**src/rtl/a1339_sensor_emulator.sv**
```systemverilog
// A1339 angle-sensor SPI responder (mode 3) with pipelined 16-bit responses.
// Optional ANGLE_NOISE_EN adds LFSR-driven +/-1 LSB dither to the latched angle.
module a1339_sensor_emulator #(
    parameter int unsigned ANGLE_WIDTH = 12,
    parameter int unsigned SYNC_STAGES = 2
) (
    input  logic                   clock,
    input  logic                   reset,
    input  logic                   ss_n,
    input  logic                   sck,
    input  logic                   mosi,
    output logic                   miso,
    output logic                   miso_oe,
    input  logic [ANGLE_WIDTH-1:0] angle,
    input  logic                   fault,
    output logic                   frame_done,
    output logic                   frame_error
);

    typedef enum logic [2:0] {StIdle, StShift, StDecode, StWait, StAbort} state_e;

    localparam logic [15:0] ErrWord = 16'h8000;

    // {EF, 0, P, 0, data} with P chosen so the whole word has odd parity
    function automatic logic [15:0] make_word(input logic ef, input logic [11:0] data);
        return {ef, 1'b0, ~(^{ef, data}), 1'b0, data};
    endfunction

    logic [SYNC_STAGES-1:0] sck_sync, ss_sync, mosi_sync;
    logic                   sck_prev, ss_prev;
    logic                   sck_s, ss_s, mosi_s;
    logic                   sck_rise, sck_fall, ss_rise, ss_fall;

    always_ff @(posedge clock or posedge reset) begin
        if (reset) begin
            sck_sync  <= '1;
            ss_sync   <= '1;
            mosi_sync <= '0;
            sck_prev  <= 1'b1;
            ss_prev   <= 1'b1;
        end else begin
            sck_sync  <= {sck_sync[SYNC_STAGES-2:0], sck};
            ss_sync   <= {ss_sync[SYNC_STAGES-2:0], ss_n};
            mosi_sync <= {mosi_sync[SYNC_STAGES-2:0], mosi};
            sck_prev  <= sck_s;
            ss_prev   <= ss_s;
        end
    end

    assign sck_s    = sck_sync[SYNC_STAGES-1];
    assign ss_s     = ss_sync[SYNC_STAGES-1];
    assign mosi_s   = mosi_sync[SYNC_STAGES-1];
    assign sck_rise = ~sck_prev & sck_s;
    assign sck_fall = sck_prev & ~sck_s;
    assign ss_rise  = ~ss_prev & ss_s;
    assign ss_fall  = ss_prev & ~ss_s;
    assign miso_oe  = ~ss_s;

    state_e                 state_q, state_d;
    logic [4:0]             cnt_q, cnt_d;
    logic [15:0]            rx_q, rx_d, tx_q, tx_d, resp_q, resp_d;
    logic [7:0]             scratch_q, scratch_d;
    logic                   parity_err_q, parity_err_d, frame_abort_q, frame_abort_d;
    logic [ANGLE_WIDTH-1:0] angle_q, angle_d, angle_sample;
    logic                   miso_q, miso_d, frame_done_q, frame_done_d;
    logic                   frame_error_q, frame_error_d;
    logic                   frame_start;
    logic [11:0]            angle_ext;

    assign frame_start = (state_q == StIdle) && ss_fall;
    assign angle_ext   = 12'(angle_q);

`ifdef ANGLE_NOISE_EN
    logic [15:0]            lfsr_q;
    logic [ANGLE_WIDTH-1:0] noise;

    always_comb begin
        noise = '0;
        if (lfsr_q[1:0] == 2'b01) noise = {{(ANGLE_WIDTH-1){1'b0}}, 1'b1};
        if (lfsr_q[1:0] == 2'b10) noise = '1;
    end

    assign angle_sample = angle + noise;

    // Galois form, taps 16,14,13,11
    always_ff @(posedge clock or posedge reset) begin
        if (reset) begin
            lfsr_q <= 16'hACE1;
        end else if (frame_start) begin
            lfsr_q <= {1'b0, lfsr_q[15:1]} ^ (lfsr_q[0] ? 16'hB400 : 16'h0000);
        end
    end
`else
    assign angle_sample = angle;
`endif

    always_comb begin
        state_d       = state_q;
        cnt_d         = cnt_q;
        rx_d          = rx_q;
        tx_d          = tx_q;
        resp_d        = resp_q;
        scratch_d     = scratch_q;
        parity_err_d  = parity_err_q;
        frame_abort_d = frame_abort_q;
        angle_d       = angle_q;
        miso_d        = miso_q;
        frame_done_d  = 1'b0;
        frame_error_d = 1'b0;

        unique case (state_q)
            StIdle: begin
                if (ss_fall) begin
                    angle_d = angle_sample;
                    tx_d    = fault ? make_word(1'b1, resp_q[11:0]) : resp_q;
                    cnt_d   = '0;
                    state_d = StShift;
                end
            end
            StShift: begin
                if (sck_fall) begin
                    miso_d = tx_q[15];
                    tx_d   = {tx_q[14:0], 1'b0};
                end
                if (sck_rise) begin
                    rx_d  = {rx_q[14:0], mosi_s};
                    cnt_d = cnt_q + 5'd1;
                end
                if (sck_rise && cnt_q == 5'd15) begin
                    state_d = StDecode;
                end else if (ss_rise) begin
                    state_d = StAbort;
                end
            end
            StDecode: begin
                state_d = StWait;
                if (!(^rx_q)) begin
                    parity_err_d  = 1'b1;
                    frame_error_d = 1'b1;
                    resp_d        = ErrWord;
                end else begin
                    frame_done_d = 1'b1;
                    resp_d       = ErrWord;
                    if (!rx_q[15] && rx_q[13:8] == 6'h20) begin
                        resp_d = make_word(1'b0, angle_ext);
                    end else if (!rx_q[15] && rx_q[13:8] == 6'h24) begin
                        resp_d = make_word(1'b0, {9'b0, fault, frame_abort_q, parity_err_q});
                        parity_err_d  = 1'b0;
                        frame_abort_d = 1'b0;
                    end else if (rx_q[13:8] == 6'h30) begin
                        if (rx_q[15]) begin
                            scratch_d = rx_q[7:0];
                            resp_d    = make_word(1'b0, {4'b0, rx_q[7:0]});
                        end else begin
                            resp_d = make_word(1'b0, {4'b0, scratch_q});
                        end
                    end
                end
            end
            StWait: begin
                if (ss_s) state_d = StIdle;
            end
            StAbort: begin
                frame_abort_d = 1'b1;
                frame_error_d = 1'b1;
                resp_d        = ErrWord;
                state_d       = StIdle;
            end
            default: state_d = StIdle;
        endcase
    end

    always_ff @(posedge clock or posedge reset) begin
        if (reset) begin
            state_q       <= StIdle;
            cnt_q         <= '0;
            rx_q          <= '0;
            tx_q          <= '0;
            resp_q        <= '0;
            scratch_q     <= '0;
            parity_err_q  <= 1'b0;
            frame_abort_q <= 1'b0;
            angle_q       <= '0;
            miso_q        <= 1'b1;
            frame_done_q  <= 1'b0;
            frame_error_q <= 1'b0;
        end else begin
            state_q       <= state_d;
            cnt_q         <= cnt_d;
            rx_q          <= rx_d;
            tx_q          <= tx_d;
            resp_q        <= resp_d;
            scratch_q     <= scratch_d;
            parity_err_q  <= parity_err_d;
            frame_abort_q <= frame_abort_d;
            angle_q       <= angle_d;
            miso_q        <= miso_d;
            frame_done_q  <= frame_done_d;
            frame_error_q <= frame_error_d;
        end
    end

    assign miso        = miso_q;
    assign frame_done  = frame_done_q;
    assign frame_error = frame_error_q;

endmodule
```
**config.mk**
```make
export PLATFORM = sky130hd
export DESIGN_NAME = a1339_sensor_emulator
export DESIGN_NICKNAME = d
export VERILOG_FILES = /design/src/rtl/a1339_sensor_emulator.sv
export SDC_FILE = /design/constraint.sdc
export NUM_CORES = 1
export LEC_CHECK = 0
export BUFFER_PORTS_ARGS = -buffer_cell sky130_fd_sc_hd__buf_2
export CAP_MARGIN = 10
export CORE_ASPECT_RATIO = 1.5
export CORE_MARGIN = 4
export CORE_UTILIZATION = 61
export DETAILED_ROUTE_END_ITERATION = 16
export GPL_TIMING_DRIVEN = 0
export PLACE_DENSITY = 0.8
export SKIP_CTS_REPAIR_TIMING = 1
export SLEW_MARGIN = 20
export SYNTH_ARGS = -nofsm -noshare
export SYNTH_HDL_FRONTEND = slang
export SYNTH_SLANG_ARGS = --single-unit
```
**constraint.sdc**
```tcl
create_clock -name clock -period 3.9 [get_ports clock]
set_clock_uncertainty 0.2 [all_clocks]
set_input_delay 0.585 -clock clock [delete_from_list [all_inputs] [get_ports clock]]
set_output_delay 0.585 -clock clock [all_outputs]
set_load 0.005 [all_outputs]
```
==> reports/summary.json, run 1 <==
{
  "outcome": {
    "outcome": "complete, no violations"
  },
  "worst_setup_path": {
    "critPathMaxStageDelay_ps": 380,
    "critical_path.reg2reg.startpoint": "rx_q[10]",
    "timing_worst_setup_path_type": "reg2reg",
    "cp_data_required_time_ps": 3940,
    "endpoint_kind": "flop",
    "reg2regPathDepth": 9,
    "crit_path_top_delay_cell": "sky130_fd_sc_hd__dfrtp_1",
    "r2r_slack_ps": 1320,
    "critical_path_peak_fanout": 8,
    "crit_path_frequent_cell": "sky130_fd_sc_hd__xnor2_1",
    "cp-startpoint": "rx_q[10]",
    "timing.critical_path.to": "scratch_q[5]",
    "regToRegEndpoint": "scratch_q[5]",
    "worstPathArrival_ps": 2620,
    "crit_chain": "inv_1 -> ha_1 -> xnor2_1 -> xnor2_1 -> xnor2_1 -> xnor2_1 -> and4b_1 -> buf_6 -> mux2_4",
    "crit_path_start_kind": "flop"
  },
  "yosys": {
    "synth_area_per_cell_um2": 10.5,
    "post_synth_inst_count": 395,
    "synth_top_area_cell": "sky130_fd_sc_hd__dfrtp_1",
    "synth-seq-cells": 87,
    "post_synth_edffs": 0,
    "number_of_distinct_library_cells_after_synthesis": 45,
    "mappedNetlistArea_mm2": 0.00416,
    "synth_warnings": 0,
    "synth_seq_area_share_pct": 52.5,
    "fraction_of_post_synthesis_cell_area_in_the_top_cell_type_by_area_pct": 48.1,
    "netlist_top_cells_area": "sky130_fd_sc_hd__dfrtp_1 48%, sky130_fd_sc_hd__xnor2_1 8.6%, sky130_fd_sc_hd__nand2_1 7.0%",
    "synth.net_count": 420,
    "dominantRegCellSynth": "sky130_fd_sc_hd__dfrtp_1",
    "ys_async_sr_fraction_pct": 100
  },
  "global_route": {
    "grt_start_max_net_pins": 52,
    "grt_antenna_before_repair": 0,
    "grt.total_usage_pct": 21.3,
    "first_global_vias": 2908,
    "global_route.overflow_total": 0,
    "grt_first_pass_wirelength_mm": 13.2
  },
  "finish": {
    "final.fill_count": 492,
    "layout-drive-gt1-share_pct": 19.4,
    "final_net_count": 453,
    "syn_to_final_growth_pct": 11.0,
    "final_core_utilization_pct": 70.3,
    "diodes": 0
  },
  "detailed_routing": {
    "met1_length_mm": 3.18,
    "routed-wl-met3_um": 230,
    "drc": 0,
    "routed_wire_length_per_instance_um": 15.4,
    "vias": 2920,
    "antenna_violating_nets_post_route": 0,
    "drt_wl_total_mm": 7.80,
    "dr_pass1_iterations": 4,
    "route.detailed.vias_per_inst": 5.75,
    "wl_met2_mm": 4.27,
    "drt_first_iter_violations": 141,
    "top_layer_used": "met4"
  },
  "timing": {
    "final.min_clock_period_ps": 2580,
    "count_of_endpoints_failing_setup_in_the_final_report": 0,
    "fin_ws_ps": 1320,
    "final_max_slew_viol_count": 0,
    "grt_setup_unrepaired": "no",
    "max_freq_mhz": 387,
    "final.period_utilization_pct": 66.2,
    "max-slew-margin-rel_pct": 53.2,
    "finalHoldViolCount": 0,
    "timing_worst_slew_pin_value_ps": 696
  },
  "die": {
    "row_count": 36,
    "die_height_um": 109,
    "placeableCoreArea_mm2": 0.00658,
    "initial_utilization_pct": 63.3,
    "die_area_mm2": 0.00824,
    "io-pin-count": 22,
    "die_w_um": 75.5
  },
  "clocking": {
    "cts-root-to-sink-buffers": 2,
    "cts.clk_slew.worst_paths_ps": 80,
    "cts-buffers-inserted": 9,
    "h_tree_depth": 3,
    "insertion_delay_ps": 360,
    "cts_root_buffer": "sky130_fd_sc_hd__clkbuf_8",
    "tritoncts_num_sinks": 87,
    "cts_tree": "built"
  },
  "job": {
    "drv.max_cap_violation_count": 0
  },
  "place": {
    "place_congestion": 0.791,
    "dp_hpwl_mm": 5.91,
    "placement.setup.worst_slack_ps": 1070,
    "port_buffers": 21
  },
  "pwr": {
    "power.leakage_nw": 2.02,
    "vdd_drop_max_v": 0.000548,
    "power_per_cell_area_mw_per_mm2": 571
  },
  "min_path": {
    "holdCritPathClass": "in2async"
  }
}
==> stage by stage <==
stage	hold WS [ps]	power, W	area [um^2]	setup TNS [ps]	instances
after detailed placement	147	0.00198	4390	0	493
after floorplan	131	0.00180	4160	0	395
after global routing	65.6	0.00280	4620	0	508
after global placement	143	0.00195	4360	-2670	492
final	37.3	0.00264	4620	0	508
after CTS	45.4	0.00266	4610	0	508
==> worst min-delay path by stage <==
stage               slack, ps            to  cells after the start
floorplan                 130  mosi_sync[1]                      0
global placement          140  mosi_sync[1]                      0
detailed placement        150    ss_sync[1]                      0
CTS                        50      rx_q[13]                      2
global route               70      rx_q[14]                      2
finish                     40      rx_q[13]                      2
==> layout make-up <==
cell class	count	area [um^2]	share of cell area [%]
Buffer	19	93.8	2.03
Tap cell	76	95.1	2.06
Sequential cell	87	2190	47.3
Clock buffer	10	138	2.98
Multi-Input combinational cell	278	1850	40.1
Clock inverter	5	82.6	1.79
Inverter	11	43.8	0.947
Timing Repair Buffer	22	133	2.87
==> where the power goes <==
group	internal, W	leakage (nW)	switching [W]
combinational	0.000356	0.802	0.000357
sequential	0.00109	1.11	0.000158
clock	0.000374	0.101	0.000309
==> cell families (layout without fill, tap and decap cells) <==
kind of cell             Yosys count  count (layout)  synth area share, %
flip-flops                        87              87                 52.5
multiplexers                      29              29                 8.41
XOR/XNOR                          46              46                 9.68
AND/OR/NAND/NOR                  128             128                 13.7
AO/OA/AOI/OAI                     68              68                 10.3
adder cells (fa/ha/maj)            7               7                 2.10
buffers and inverters             30              67                 3.24
==> state kept, by name (all words and copies together) (netlist names) <==
register / flops
rx_q: 16
tx_q: 16
resp_q: 14
angle_ext: 12
scratch_q: 8
cnt_q: 5
state_q: 3
mosi_sync: 2
sck_sync: 2
ss_sync: 2
frame_abort_q: 1
frame_done: 1
frame_error: 1
miso: 1
parity_err_q: 1
sck_prev: 1
ss_prev: 1
==> cell usage after synthesis, types with 2 or more instances <==
| cell | count |
|---|---|
| sky130_fd_sc_hd__nand3b_1 | 2 |
| sky130_fd_sc_hd__nand2_1 | 78 |
| sky130_fd_sc_hd__nand3_1 | 7 |
| sky130_fd_sc_hd__a31oi_1 | 11 |
| sky130_fd_sc_hd__or3_1 | 2 |
| sky130_fd_sc_hd__nor3_1 | 8 |
| sky130_fd_sc_hd__a32o_1 | 4 |
| sky130_fd_sc_hd__clkbuf_1 | 9 |
| sky130_fd_sc_hd__a22o_1 | 3 |
| sky130_fd_sc_hd__nor2_1 | 17 |
| sky130_fd_sc_hd__xnor2_1 | 41 |
| sky130_fd_sc_hd__dfstp_2 | 7 |
| sky130_fd_sc_hd__a221o_1 | 4 |
| sky130_fd_sc_hd__mux2i_1 | 5 |
| sky130_fd_sc_hd__buf_4 | 2 |
| sky130_fd_sc_hd__xor2_1 | 5 |
| sky130_fd_sc_hd__mux2_2 | 16 |
| sky130_fd_sc_hd__a21oi_1 | 17 |
| sky130_fd_sc_hd__nor2b_1 | 2 |
| sky130_fd_sc_hd__nor3b_2 | 2 |
| sky130_fd_sc_hd__buf_2 | 6 |
| sky130_fd_sc_hd__and3_1 | 3 |
| sky130_fd_sc_hd__inv_2 | 2 |
| sky130_fd_sc_hd__mux2_4 | 8 |
| sky130_fd_sc_hd__ha_1 | 7 |
| sky130_fd_sc_hd__o21ai_0 | 21 |
| sky130_fd_sc_hd__dfrtp_1 | 80 |
| sky130_fd_sc_hd__inv_1 | 9 |
==> layout by cell type (no fill, tap or decap), types with 7 or more instances in the layout <==
master                     netlist  layout
sky130_fd_sc_hd__mux2_2         16      16
sky130_fd_sc_hd__inv_1           9       8
sky130_fd_sc_hd__nand3_1         7       7
sky130_fd_sc_hd__nor3_1          8       8
sky130_fd_sc_hd__mux2_4          8       8
sky130_fd_sc_hd__dfrtp_1        80      80
sky130_fd_sc_hd__nor2_1         17      17
sky130_fd_sc_hd__clkbuf_1        9       9
sky130_fd_sc_hd__a21oi_1        17      17
sky130_fd_sc_hd__buf_2           6      27
sky130_fd_sc_hd__xnor2_1        41      41
sky130_fd_sc_hd__ha_1            7       7
sky130_fd_sc_hd__dfstp_2         7       7
sky130_fd_sc_hd__a31oi_1        11      11
sky130_fd_sc_hd__nand2_1        78      78
sky130_fd_sc_hd__clkbuf_8        0      10
sky130_fd_sc_hd__o21ai_0        21      21
==> critical path: cells and delay by family (launching register included) <==
family        cells  cell delay, ps
fa+ha+maj         1             300
mux               1             300
buf+inv           2             230
xor+xnor          4             790
flops             1             380
simple gates      1             260
==> layer usage <==
metal  up-vias  GRT usage, %
met1      1454          24.8
met2        40          36.7
met3         8          6.00
met5         -             0
met4         0          7.63
li1       1418             -
No activity file was read; power rests on OpenSTA's default activity.
==> run 2: changes to the inputs <==
--- a/config.mk
+++ b/config.mk
@@ -5,14 +5,15 @@
 export SDC_FILE = /design/constraint.sdc
 export NUM_CORES = 1
 export LEC_CHECK = 0
+export ABC_AREA = 1
 export BUFFER_PORTS_ARGS = -buffer_cell sky130_fd_sc_hd__buf_2
 export CAP_MARGIN = 10
 export CORE_ASPECT_RATIO = 1.5
 export CORE_MARGIN = 4
-export CORE_UTILIZATION = 61
+export CORE_UTILIZATION = 55
 export DETAILED_ROUTE_END_ITERATION = 16
 export GPL_TIMING_DRIVEN = 0
-export PLACE_DENSITY = 0.8
+export PLACE_DENSITY = 0.75
 export SKIP_CTS_REPAIR_TIMING = 1
 export SLEW_MARGIN = 20
 export SYNTH_ARGS = -nofsm -noshare
==> constraint.sdc (replaced) <==
create_clock -name clock -period 2.2 [get_ports clock]
set_clock_uncertainty 0.2 [all_clocks]
set_input_delay 0.33 -clock clock [delete_from_list [all_inputs] [get_ports clock]]
set_output_delay 0.33 -clock clock [all_outputs]
set_load 0.005 [all_outputs]
==> reports/summary.json, run 2 <==
{
  "outcome": {
    "outcome": "finished with violations",
    "violations": "hold timing"
  },
  "pwr": {
    "power.leakage_nw": 2.66,
    "total_power_after_layout_w": 0.00580,
    "vdd_drop_max_v": 0.000673,
    "power_per_cell_area_mw_per_mm2": 1090
  },
  "worst_setup_path": {
    "timing_worst_setup_path_type": "reg2reg",
    "cp_data_required_time_ps": 2230,
    "worst_path_dominant_cell_family": "simple AND/OR/NAND/NOR gates",
    "crit_path_top_delay_cell": "sky130_fd_sc_hd__dfrtp_1",
    "critical_path_buf_inv_count": 3,
    "crit_path_frequent_cell": "sky130_fd_sc_hd__nand3_2",
    "endpoint_kind": "flop",
    "critPathMaxStageDelay_ps": 370,
    "worstPathArrival_ps": 2130,
    "crit_chain": "inv_2 -> ha_1 -> nand3b_1 -> nand3_2 -> nand2_1 -> nand3_2 -> nand3_4 -> clkinv_8 -> nand2_8 -> buf_12 -> nand2_2 -> o21ai_2",
    "crit_path_start_kind": "flop",
    "critical_path_peak_fanout": 10
  },
  "yosys": {
    "yosys.cell_count.top_type": "sky130_fd_sc_hd__nand2_1",
    "netlist_top_cells_area": "sky130_fd_sc_hd__dfrtp_1 43%, sky130_fd_sc_hd__nand2_1 20%, sky130_fd_sc_hd__o211ai_1 4.6%",
    "ys_async_sr_fraction_pct": 100,
    "synth_warnings": 0,
    "synth.net_count": 601,
    "post_synth_edffs": 0,
    "synth.top_cells.by_count": "241 x sky130_fd_sc_hd__nand2_1, 80 x sky130_fd_sc_hd__dfrtp_1, 51 x sky130_fd_sc_hd__inv_1",
    "dominantRegCellSynth": "sky130_fd_sc_hd__dfrtp_1",
    "synth_seq_area_share_pct": 47.5,
    "post_synth_inst_count": 576,
    "synth_area_per_cell_um2": 7.99,
    "synth_top_area_cell": "sky130_fd_sc_hd__dfrtp_1",
    "fraction_of_post_synthesis_cell_area_in_the_top_cell_type_by_area_pct": 43.5,
    "synth-seq-cells": 87,
    "mappedNetlistArea_mm2": 0.00460,
    "number_of_distinct_library_cells_after_synthesis": 34
  },
  "die": {
    "placeableCoreArea_mm2": 0.00811,
    "die_height_um": 120,
    "io-pin-count": 22,
    "die_w_um": 82.7,
    "initial_utilization_pct": 56.8,
    "row_count": 40,
    "die_area_mm2": 0.00993
  },
  "global_route": {
    "global_route.overflow_total": 0,
    "grt_first_pass_wirelength_mm": 16.5,
    "grt_antenna_before_repair": 0,
    "grt.total_usage_pct": 21.7,
    "grt_start_max_net_pins": 35,
    "first_global_vias": 3780
  },
  "timing": {
    "max-slew-margin-rel_pct": 61.8,
    "count_of_endpoints_failing_setup_in_the_final_report": 0,
    "finalHoldViolCount": 2,
    "final.min_clock_period_ps": 2100,
    "timing.setup.tns_ps": 0,
    "max_freq_mhz": 476,
    "whs_ps": -3.96,
    "timing_worst_slew_pin_value_ps": 571,
    "final.period_utilization_pct": 95.6,
    "final_max_slew_viol_count": 0
  },
  "place": {
    "dp_hpwl_mm": 7.16,
    "place_congestion": 0.817,
    "port_buffers": 21
  },
  "finish": {
    "most_common_cell_after_layout_fill_and_taps_aside": "sky130_fd_sc_hd__nand2_1",
    "biggestRegsByFlops": "rx_q (16), tx_q (16), resp_q (14)",
    "syn_to_final_growth_pct": 15.8,
    "layout.cells.most_common_list": "240 x sky130_fd_sc_hd__nand2_1, 80 x sky130_fd_sc_hd__dfrtp_1, 49 x sky130_fd_sc_hd__inv_1",
    "diodes": 0,
    "layout-drive-gt1-share_pct": 16.6,
    "final_net_count": 648
  },
  "clocking": {
    "insertion_delay_ps": 340,
    "cts_tree": "built",
    "cts-buffers-inserted": 9,
    "cts_root_buffer": "sky130_fd_sc_hd__clkbuf_16",
    "cts-root-to-sink-buffers": 2,
    "h_tree_depth": 3,
    "cts.clk_slew.worst_paths_ps": 60,
    "tritoncts_num_sinks": 87
  },
  "detailed_routing": {
    "routed_wire_length_per_instance_um": 13.5,
    "antenna_violating_nets_post_route": 0,
    "drt_wl_total_mm": 9.88,
    "vias": 3771,
    "dr_pass1_iterations": 4,
    "route.detailed.vias_per_inst": 5.14,
    "drc": 0,
    "drt_first_iter_violations": 223
  },
  "job": {
    "drv.max_cap_violation_count": 0
  },
  "min_path": {
    "holdCritPathClass": "in2reg"
  }
}
[run 2: per-layer routing]
metal / global-route usage [%] / wire (um)
met1: 24.5 / 3880
met2: 38.1 / 5450
met3: 4.13 / 350
met4: 9.92 / 202
met5: 0 / 0
[run 2: layout make-up]
class / instances / area (um^2)
Fill cell: 682 / 2780
Sequential cell: 87 / 2190
Multi-Input combinational cell: 407 / 2130
Clock buffer: 15 / 268
Inverter: 67 / 268
Timing Repair Buffer: 35 / 250
Tap cell: 105 / 131
Buffer: 15 / 82.6
Timing Repair inverter: 1 / 8.76
Clock inverter: 1 / 5.00
[run 2: worst paths after layout]
path                                end   startpoint  slack, ps  cells past startpoint
setup / recovery           scratch_q[0]     rx_q[12]        100                     12
hold / removal             angle_ext[6]     angle[6]         -4                      3
setup reg to reg           scratch_q[0]     rx_q[12]        100                     12
hold reg to reg             sck_sync[1]  sck_sync[0]        150                      0
max in group asynchronous    ss_sync[1]        reset        800                      4
min in group asynchronous       tx_q[4]        reset        400                      3
[run 2: logic make-up (layout without fill, tap and decap cells)]
kind of cell	after synthesis	after routing	synth area share (%)
simple gates	289	289	26.6
fa+ha+maj	7	7	1.90
flops	87	87	47.5
xor+xnor	25	25	4.76
buf+inv	82	134	7.50
compound gates	86	86	11.7
[run 2: worst reg2reg max path, delay by kind of cell, from the launching register on]
family | cells | cell delay [ps]
flip-flops | 1 | 370
adder cells (fa/ha/maj) | 1 | 280
AND/OR/NAND/NOR | 7 | 780
AO/OA/AOI/OAI | 1 | 50
buffers and inverters | 3 | 320
[run 2: per-stage QoR]
step	worst slack [ps]	cell area (um^2)	utilization (%)	hold slack (ps)	std cells
after floorplan	174	4610	-	131	576
after global placement	21.1	4840	59.7	144	702
after detailed placement	-12.2	4880	60.2	138	704
after CTS	-50.1	5160	63.6	-144	720
after global routing	-22.6	5330	65.8	4.15	733
final	97.5	5330	65.8	-3.96	733
[run 2: power breakdown]
| part | internal [W] | switching (W) | total, W |
|---|---|---|---|
| Combinational | 0.000739 | 0.00131 | 0.00205 |
| Sequential | 0.00200 | 0.000344 | 0.00234 |
| Clock | 0.000826 | 0.000580 | 0.00141 |
| Total | 0.00356 | 0.00223 | 0.00580 |
